## src/rtl/mano_mem_arbiter_if.sv

```systemverilog
// Bus bundle for mano_mem_arbiter: CPU port, DMA port, memory side, status.
// master = arbiter side, slave = requesters plus memory model.
interface mano_mem_arbiter_if #(
   parameter int AW = 12,
   parameter int DW = 16
);
   logic          cpu_rd;
   logic          cpu_wr;
   logic [AW-1:0] cpu_addr;
   logic [DW-1:0] cpu_wdata;
   logic [DW-1:0] cpu_rdata;
   logic          cpu_ready;
   logic          dma_rd;
   logic          dma_wr;
   logic [AW-1:0] dma_addr;
   logic [DW-1:0] dma_wdata;
   logic [DW-1:0] dma_rdata;
   logic          dma_ready;
   logic [AW-1:0] mem_addr;
   logic [DW-1:0] mem_wdata;
   logic          mem_rd;
   logic          mem_wr;
   logic [DW-1:0] mem_rdata;
   logic          owner;
   logic          busy;
   logic          err;

   modport master (
      input  cpu_rd, cpu_wr, cpu_addr, cpu_wdata,
      input  dma_rd, dma_wr, dma_addr, dma_wdata,
      input  mem_rdata,
      output cpu_rdata, cpu_ready, dma_rdata, dma_ready,
      output mem_addr, mem_wdata, mem_rd, mem_wr,
      output owner, busy, err
   );

   modport slave (
      output cpu_rd, cpu_wr, cpu_addr, cpu_wdata,
      output dma_rd, dma_wr, dma_addr, dma_wdata,
      output mem_rdata,
      input  cpu_rdata, cpu_ready, dma_rdata, dma_ready,
      input  mem_addr, mem_wdata, mem_rd, mem_wr,
      input  owner, busy, err
   );
endinterface

```

## src/rtl/mano_mem_arbiter.sv

```systemverilog
// Two-port (CPU/DMA) arbiter for the shared Mano main memory.
// Define MANO_ARB_RR_EN for round-robin; default is fixed CPU priority.
module mano_mem_arbiter #(
   parameter int AW      = 12,
   parameter int DW      = 16,
   parameter int MEM_LAT = 2
) (
   input logic                mclk,
   input logic                mrst,
   mano_mem_arbiter_if.master bus
);
   typedef enum logic [1:0] {
      IDLE,
      ACCESS,
      DONE
   } state_t;

   localparam logic [3:0] LAT_M1 = 4'(MEM_LAT - 1);

   state_t        state;
   state_t        state_d;
   logic [3:0]    cnt;
   logic          owner_q;
   logic          op_wr;
   logic          err_q;
   logic [AW-1:0] addr_q;
   logic [DW-1:0] wdata_q;
   logic [DW-1:0] cpu_rdata_q;
   logic [DW-1:0] dma_rdata_q;
   logic          cpu_req;
   logic          dma_req;
   logic          grant;
   logic          grant_dma;
   logic          last;

   assign cpu_req = bus.cpu_rd | bus.cpu_wr;
   assign dma_req = bus.dma_rd | bus.dma_wr;
   assign grant   = cpu_req | dma_req;
   assign last    = (cnt == 4'd0);

`ifdef MANO_ARB_RR_EN
   // On contention, the side that did not own the last grant wins.
   assign grant_dma = dma_req & (~cpu_req | ~owner_q);
`else
   assign grant_dma = dma_req & ~cpu_req;
`endif

   always_ff @(posedge mclk or negedge mrst) begin
      if (!mrst) state <= IDLE;
      else       state <= state_d;
   end

   always_comb begin
      state_d = state;
      unique case (state)
         IDLE:    if (grant) state_d = ACCESS;
         ACCESS:  if (last) state_d = DONE;
         DONE:    state_d = IDLE;
         default: state_d = IDLE;
      endcase
   end

   always_ff @(posedge mclk or negedge mrst) begin
      if (!mrst) begin
         cnt         <= 4'd0;
         owner_q     <= 1'b1;
         op_wr       <= 1'b0;
         err_q       <= 1'b0;
         addr_q      <= '0;
         wdata_q     <= '0;
         cpu_rdata_q <= '0;
         dma_rdata_q <= '0;
      end else if (state == IDLE && grant) begin
         owner_q <= grant_dma;
         cnt     <= LAT_M1;
         // rd together with wr is serviced as a write and flagged.
         if (grant_dma) begin
            addr_q  <= bus.dma_addr;
            wdata_q <= bus.dma_wdata;
            op_wr   <= bus.dma_wr;
            if (bus.dma_rd && bus.dma_wr) err_q <= 1'b1;
         end else begin
            addr_q  <= bus.cpu_addr;
            wdata_q <= bus.cpu_wdata;
            op_wr   <= bus.cpu_wr;
            if (bus.cpu_rd && bus.cpu_wr) err_q <= 1'b1;
         end
      end else if (state == ACCESS) begin
         if (!last) begin
            cnt <= cnt - 4'd1;
         end else if (!op_wr) begin
            if (owner_q) dma_rdata_q <= bus.mem_rdata;
            else         cpu_rdata_q <= bus.mem_rdata;
         end
      end
   end

   assign bus.mem_addr  = addr_q;
   assign bus.mem_wdata = wdata_q;
   assign bus.mem_rd    = (state == ACCESS) & ~op_wr;
   assign bus.mem_wr    = (state == ACCESS) & op_wr;
   assign bus.cpu_rdata = cpu_rdata_q;
   assign bus.dma_rdata = dma_rdata_q;
   assign bus.cpu_ready = (state == DONE) & ~owner_q;
   assign bus.dma_ready = (state == DONE) & owner_q;
   assign bus.owner     = owner_q;
   assign bus.busy      = (state != IDLE);
   assign bus.err       = err_q;
endmodule
```

## src/flat_wrapper.sv

```systemverilog
// flat-port wrapper written by rule: the top's interface ports become plain ports
module mano_mem_arbiter_flat 
#(
   parameter int AW      = 12,
   parameter int DW      = 16,
   parameter int MEM_LAT = 2
)
  (mclk, mrst, bus_cpu_rd, bus_cpu_wr, bus_cpu_addr, bus_cpu_wdata, bus_dma_rd, bus_dma_wr, bus_dma_addr, bus_dma_wdata, bus_mem_rdata, bus_cpu_rdata, bus_cpu_ready, bus_dma_rdata, bus_dma_ready, bus_mem_addr, bus_mem_wdata, bus_mem_rd, bus_mem_wr, bus_owner, bus_busy, bus_err);
  mano_mem_arbiter_if #(.AW(AW), .DW(DW)) bus_i ();
  input logic mclk;
  input logic mrst;
  input wire logic [$bits(bus_i.cpu_rd)-1:0] bus_cpu_rd;
  input wire logic [$bits(bus_i.cpu_wr)-1:0] bus_cpu_wr;
  input wire logic [$bits(bus_i.cpu_addr)-1:0] bus_cpu_addr;
  input wire logic [$bits(bus_i.cpu_wdata)-1:0] bus_cpu_wdata;
  input wire logic [$bits(bus_i.dma_rd)-1:0] bus_dma_rd;
  input wire logic [$bits(bus_i.dma_wr)-1:0] bus_dma_wr;
  input wire logic [$bits(bus_i.dma_addr)-1:0] bus_dma_addr;
  input wire logic [$bits(bus_i.dma_wdata)-1:0] bus_dma_wdata;
  input wire logic [$bits(bus_i.mem_rdata)-1:0] bus_mem_rdata;
  output wire logic [$bits(bus_i.cpu_rdata)-1:0] bus_cpu_rdata;
  output wire logic [$bits(bus_i.cpu_ready)-1:0] bus_cpu_ready;
  output wire logic [$bits(bus_i.dma_rdata)-1:0] bus_dma_rdata;
  output wire logic [$bits(bus_i.dma_ready)-1:0] bus_dma_ready;
  output wire logic [$bits(bus_i.mem_addr)-1:0] bus_mem_addr;
  output wire logic [$bits(bus_i.mem_wdata)-1:0] bus_mem_wdata;
  output wire logic [$bits(bus_i.mem_rd)-1:0] bus_mem_rd;
  output wire logic [$bits(bus_i.mem_wr)-1:0] bus_mem_wr;
  output wire logic [$bits(bus_i.owner)-1:0] bus_owner;
  output wire logic [$bits(bus_i.busy)-1:0] bus_busy;
  output wire logic [$bits(bus_i.err)-1:0] bus_err;
  assign bus_i.cpu_rd = bus_cpu_rd;
  assign bus_i.cpu_wr = bus_cpu_wr;
  assign bus_i.cpu_addr = bus_cpu_addr;
  assign bus_i.cpu_wdata = bus_cpu_wdata;
  assign bus_i.dma_rd = bus_dma_rd;
  assign bus_i.dma_wr = bus_dma_wr;
  assign bus_i.dma_addr = bus_dma_addr;
  assign bus_i.dma_wdata = bus_dma_wdata;
  assign bus_i.mem_rdata = bus_mem_rdata;
  assign bus_cpu_rdata = bus_i.cpu_rdata;
  assign bus_cpu_ready = bus_i.cpu_ready;
  assign bus_dma_rdata = bus_i.dma_rdata;
  assign bus_dma_ready = bus_i.dma_ready;
  assign bus_mem_addr = bus_i.mem_addr;
  assign bus_mem_wdata = bus_i.mem_wdata;
  assign bus_mem_rd = bus_i.mem_rd;
  assign bus_mem_wr = bus_i.mem_wr;
  assign bus_owner = bus_i.owner;
  assign bus_busy = bus_i.busy;
  assign bus_err = bus_i.err;
  mano_mem_arbiter #(.AW(AW), .DW(DW), .MEM_LAT(MEM_LAT)) u_core (.mclk(mclk), .mrst(mrst), .bus(bus_i));
endmodule
```

## config.mk

```make
export PLATFORM = sky130hd
export DESIGN_NAME = mano_mem_arbiter_flat
export DESIGN_NICKNAME = d
export VERILOG_FILES = /design/src/rtl/mano_mem_arbiter_if.sv /design/src/rtl/mano_mem_arbiter.sv /design/src/flat_wrapper.sv
export SDC_FILE = /design/constraint.sdc
export NUM_CORES = 1
export LEC_CHECK = 0
export ABC_AREA = 0
export CAP_MARGIN = 40
export CORE_UTILIZATION = 41
export CTS_CLUSTER_SIZE = 12
export DETAILED_ROUTE_END_ITERATION = 8
export PLACE_DENSITY = 0.8
export SLEW_MARGIN = 10
export SYNTH_ARGS = -nofsm -noshare
export SYNTH_HDL_FRONTEND = slang
export SYNTH_SLANG_ARGS = --single-unit
```

## constraint.sdc

```tcl
create_clock -name mclk -period 3 [get_ports mclk]
set_clock_uncertainty 0.05 [all_clocks]
set_input_delay 0.3 -clock mclk [delete_from_list [all_inputs] [get_ports mclk]]
set_output_delay 0.3 -clock mclk [all_outputs]
set_load 0.1 [all_outputs]
```

==> metrics.txt <==
CTS Sinks slightly below 70; CP Capture Type flip-flop; share of layout cells above drive strength 1 0.431; IO Pins about 150; largest area contributor in the netlist dfrtp_1; Final Max Slew Viols 0; initial DRC count 83; vias per inst 5.15; worst-path fanout max 16; fin cells ~480; routability congestion estimate from global placement 0.812; overall die width around 88 um; RSZ-0062 raised after global routing no; syn avg cell area 13.7 sq um; H-tree depth 3; Crit Path Category flip-flop to flip-flop; CTS root buf clkbuf_8; Fmax approximately 450 MHz; Layout area overhead 55.2%; Synth Area in Adders 0.00824; Simple-Gate Fraction of Synth Area 0.128; first drt pass iteration count 4; synth top area cells dfrtp_1, o221a_2, mux2_2; Wirelength per Cell 16.3 um; final setup TNS 0 ps; Port-buffer cells 144; Worst Tran Pin Value just over 700 ps; Die Height 88.1 um; CORE AREA about 7200 sq um; DRT antenna net count 0; Ys Warns 0; worst rel slew slack 0.523; CP startpoint kind flip-flop; CTS buffer count 9; cell area after synthesis between 3000 and 4000 sq um; post-synthesis compound-gate area fraction 0.126; Seq/Total Area, Yosys 0.569; hold path depth 1; initial antenna violation count 0; Max-Cap Viols 0; # diodes 0; overall routing resource usage 0.199; main combinational cell family by area after synthesis multiplexers; layout net count between 400 and 500; initial core utilization 0.421; Cell variety after synth 35; post-synthesis xor/xnor area fraction 0; DP Cell Count approximately 460; Synth Net Count ~300; crit path time final around 2200 ps; Final Hold Fails 0; Finish-stage setup viols 0; Hold Crit Class flip-flop to flip-flop; top-area cell type share of the netlist area 0.560; row cnt 31; cell count after synthesis 222; Routed WL ~7800 um; Worst EP arrival 2420 ps; first-pass GRT wire length 11600 um; post-synthesis mux area share 0.134; DRC viols 0; clock latency on the worst-skew pair 340 ps; vias 2447; Crit path required time around 3200 ps; worst-case reg-to-reg path depth 5; vias in the first global route approximately 2.4k; Max clock buf depth 2; pin count of the biggest net entering global routing 39; Clock Pin Slew Worst Setup and Hold Paths 80 ps; status finished clean; Die ar. 7760 sq um; flip-flop and latch count after synthesis 69; post-DP HPWL between 5000 and 6000 um; CTS tree done; period utilization 0.747; grt ovf 0
-- final cells by class --
class | count | area (sq um)
clock buffer | 9 | 124
clock inverter | 7 | 146
fill | 556 | 2500
inverter | 6 | 22.5
multi-input combinational | 132 | 1220
sequential | 69 | 1730
tap | 99 | 124
timing repair buffer | 153 | 1350
-- sequential cells by signal (all words and copies together) (netlist names) --
signal                flops
u_core.bus.owner          1
u_core.cnt                4
u_core.bus.cpu_rdata     16
u_core.op_wr              1
u_core.bus.dma_rdata     16
u_core.bus.mem_addr      12
u_core.bus.mem_wdata     16
u_core.state              2
u_core.bus.err            1
-- synth_stat cells (all sizes together) --
| cell type | number |
|---|---|
| a21o | 1 |
| a21oi | 6 |
| a311oi | 1 |
| and2b | 1 |
| and3b | 1 |
| buf | 2 |
| clkbuf | 13 |
| dfrtp | 68 |
| dfstp | 1 |
| ha | 2 |
| inv | 6 |
| mux2 | 32 |
| mux2i | 1 |
| nand2 | 3 |
| nand2b | 1 |
| nand3 | 2 |
| nand3b | 29 |
| nand4 | 2 |
| nor2 | 5 |
| nor2b | 1 |
| nor3 | 2 |
| nor3b | 2 |
| nor4 | 1 |
| o21ai | 2 |
| o221a | 28 |
| o22ai | 2 |
| or2 | 2 |
| or3 | 1 |
| or3b | 1 |
| or4 | 3 |
-- per-stage QoR --
stage          utilization  instance area (sq um)  hold slack, ps  worst slack, ps
2_1_floorplan            -                   3040           -45.6              696
3_3_place_gp         0.612                   4410             399              852
3_5_place_dp         0.615                   4430             301              778
4_1_cts              0.653                   4710             432              765
5_1_grt              0.653                   4710             450              684
6_report             0.653                   4710             421              759
-- cell families (layout without fill, tap and decap cells) --
kind of cell / Yosys count / count (layout)
flip-flops: 69 / 69
AND/OR/NAND/NOR: 57 / 57
AO/OA/AOI/OAI: 40 / 40
multiplexers: 33 / 33
buffers and inverters: 21 / 175
adder cells (fa/ha/maj): 2 / 2
-- per-layer routing --
layer | up-vias | track usage | wire length [um]
li1 | 1142 | - | -
met1 | 1170 | 0.248 | 3340
met2 | 125 | 0.326 | 3630
met3 | 10 | 0.0556 | 668
met4 | 0 | 0.0836 | 124
met5 | - | 0 | 0
-- worst paths after layout --
| kind | from | end | slack (ps) |
|---|---|---|---|
| hold reg to reg | u_core.bus.err$_DFFE_PN0P_ | u_core.bus.err$_DFFE_PN0P_ | 420 |
| min in group asynchronous | mrst | u_core.bus.dma_rdata[9]$_DFFE_PN0P_ | 470 |
| max in group asynchronous | mrst | u_core.bus.owner$_DFFE_PN1P_ | 1830 |
| setup reg to reg | u_core.cnt[0]$_DFFE_PN0P_ | u_core.bus.cpu_rdata[11]$_DFFE_PN0P_ | 760 |
| setup / recovery | u_core.cnt[0]$_DFFE_PN0P_ | u_core.bus.cpu_rdata[11]$_DFFE_PN0P_ | 760 |
| hold / removal | u_core.bus.err$_DFFE_PN0P_ | u_core.bus.err$_DFFE_PN0P_ | 420 |
-- worst max-delay path, stage by stage (launching register included) --
cell,delay [ps]
dfrtp_1,390
inv_1,110
ha_1,200
or3b_4,410
or4_4,600
mux2_4,360
-- what timing repair did --
action                                 in CTS  in global routing
hold buffers                                1                  0
buffers inserted                            0                  0
endpoints found under the hold margin      31                  0
resized for setup                           0                  0
-- layout by cell type, fill, tap and decap left out, types with 3 or more instances in the layout --
cell type	count
mux2_2	22
buf_4	74
clkdlybuf4s50_1	76
o221a_2	28
bufinv_16	4
mux2_4	10
dfrtp_1	68
a21oi_1	6
nand3b_1	29
nor2_1	4
clkbuf_8	9
inv_1	6
nand2_1	3
Power is not shown: default switching activity piles up to over one toggle a cycle in this logic, so the estimate is an artifact.
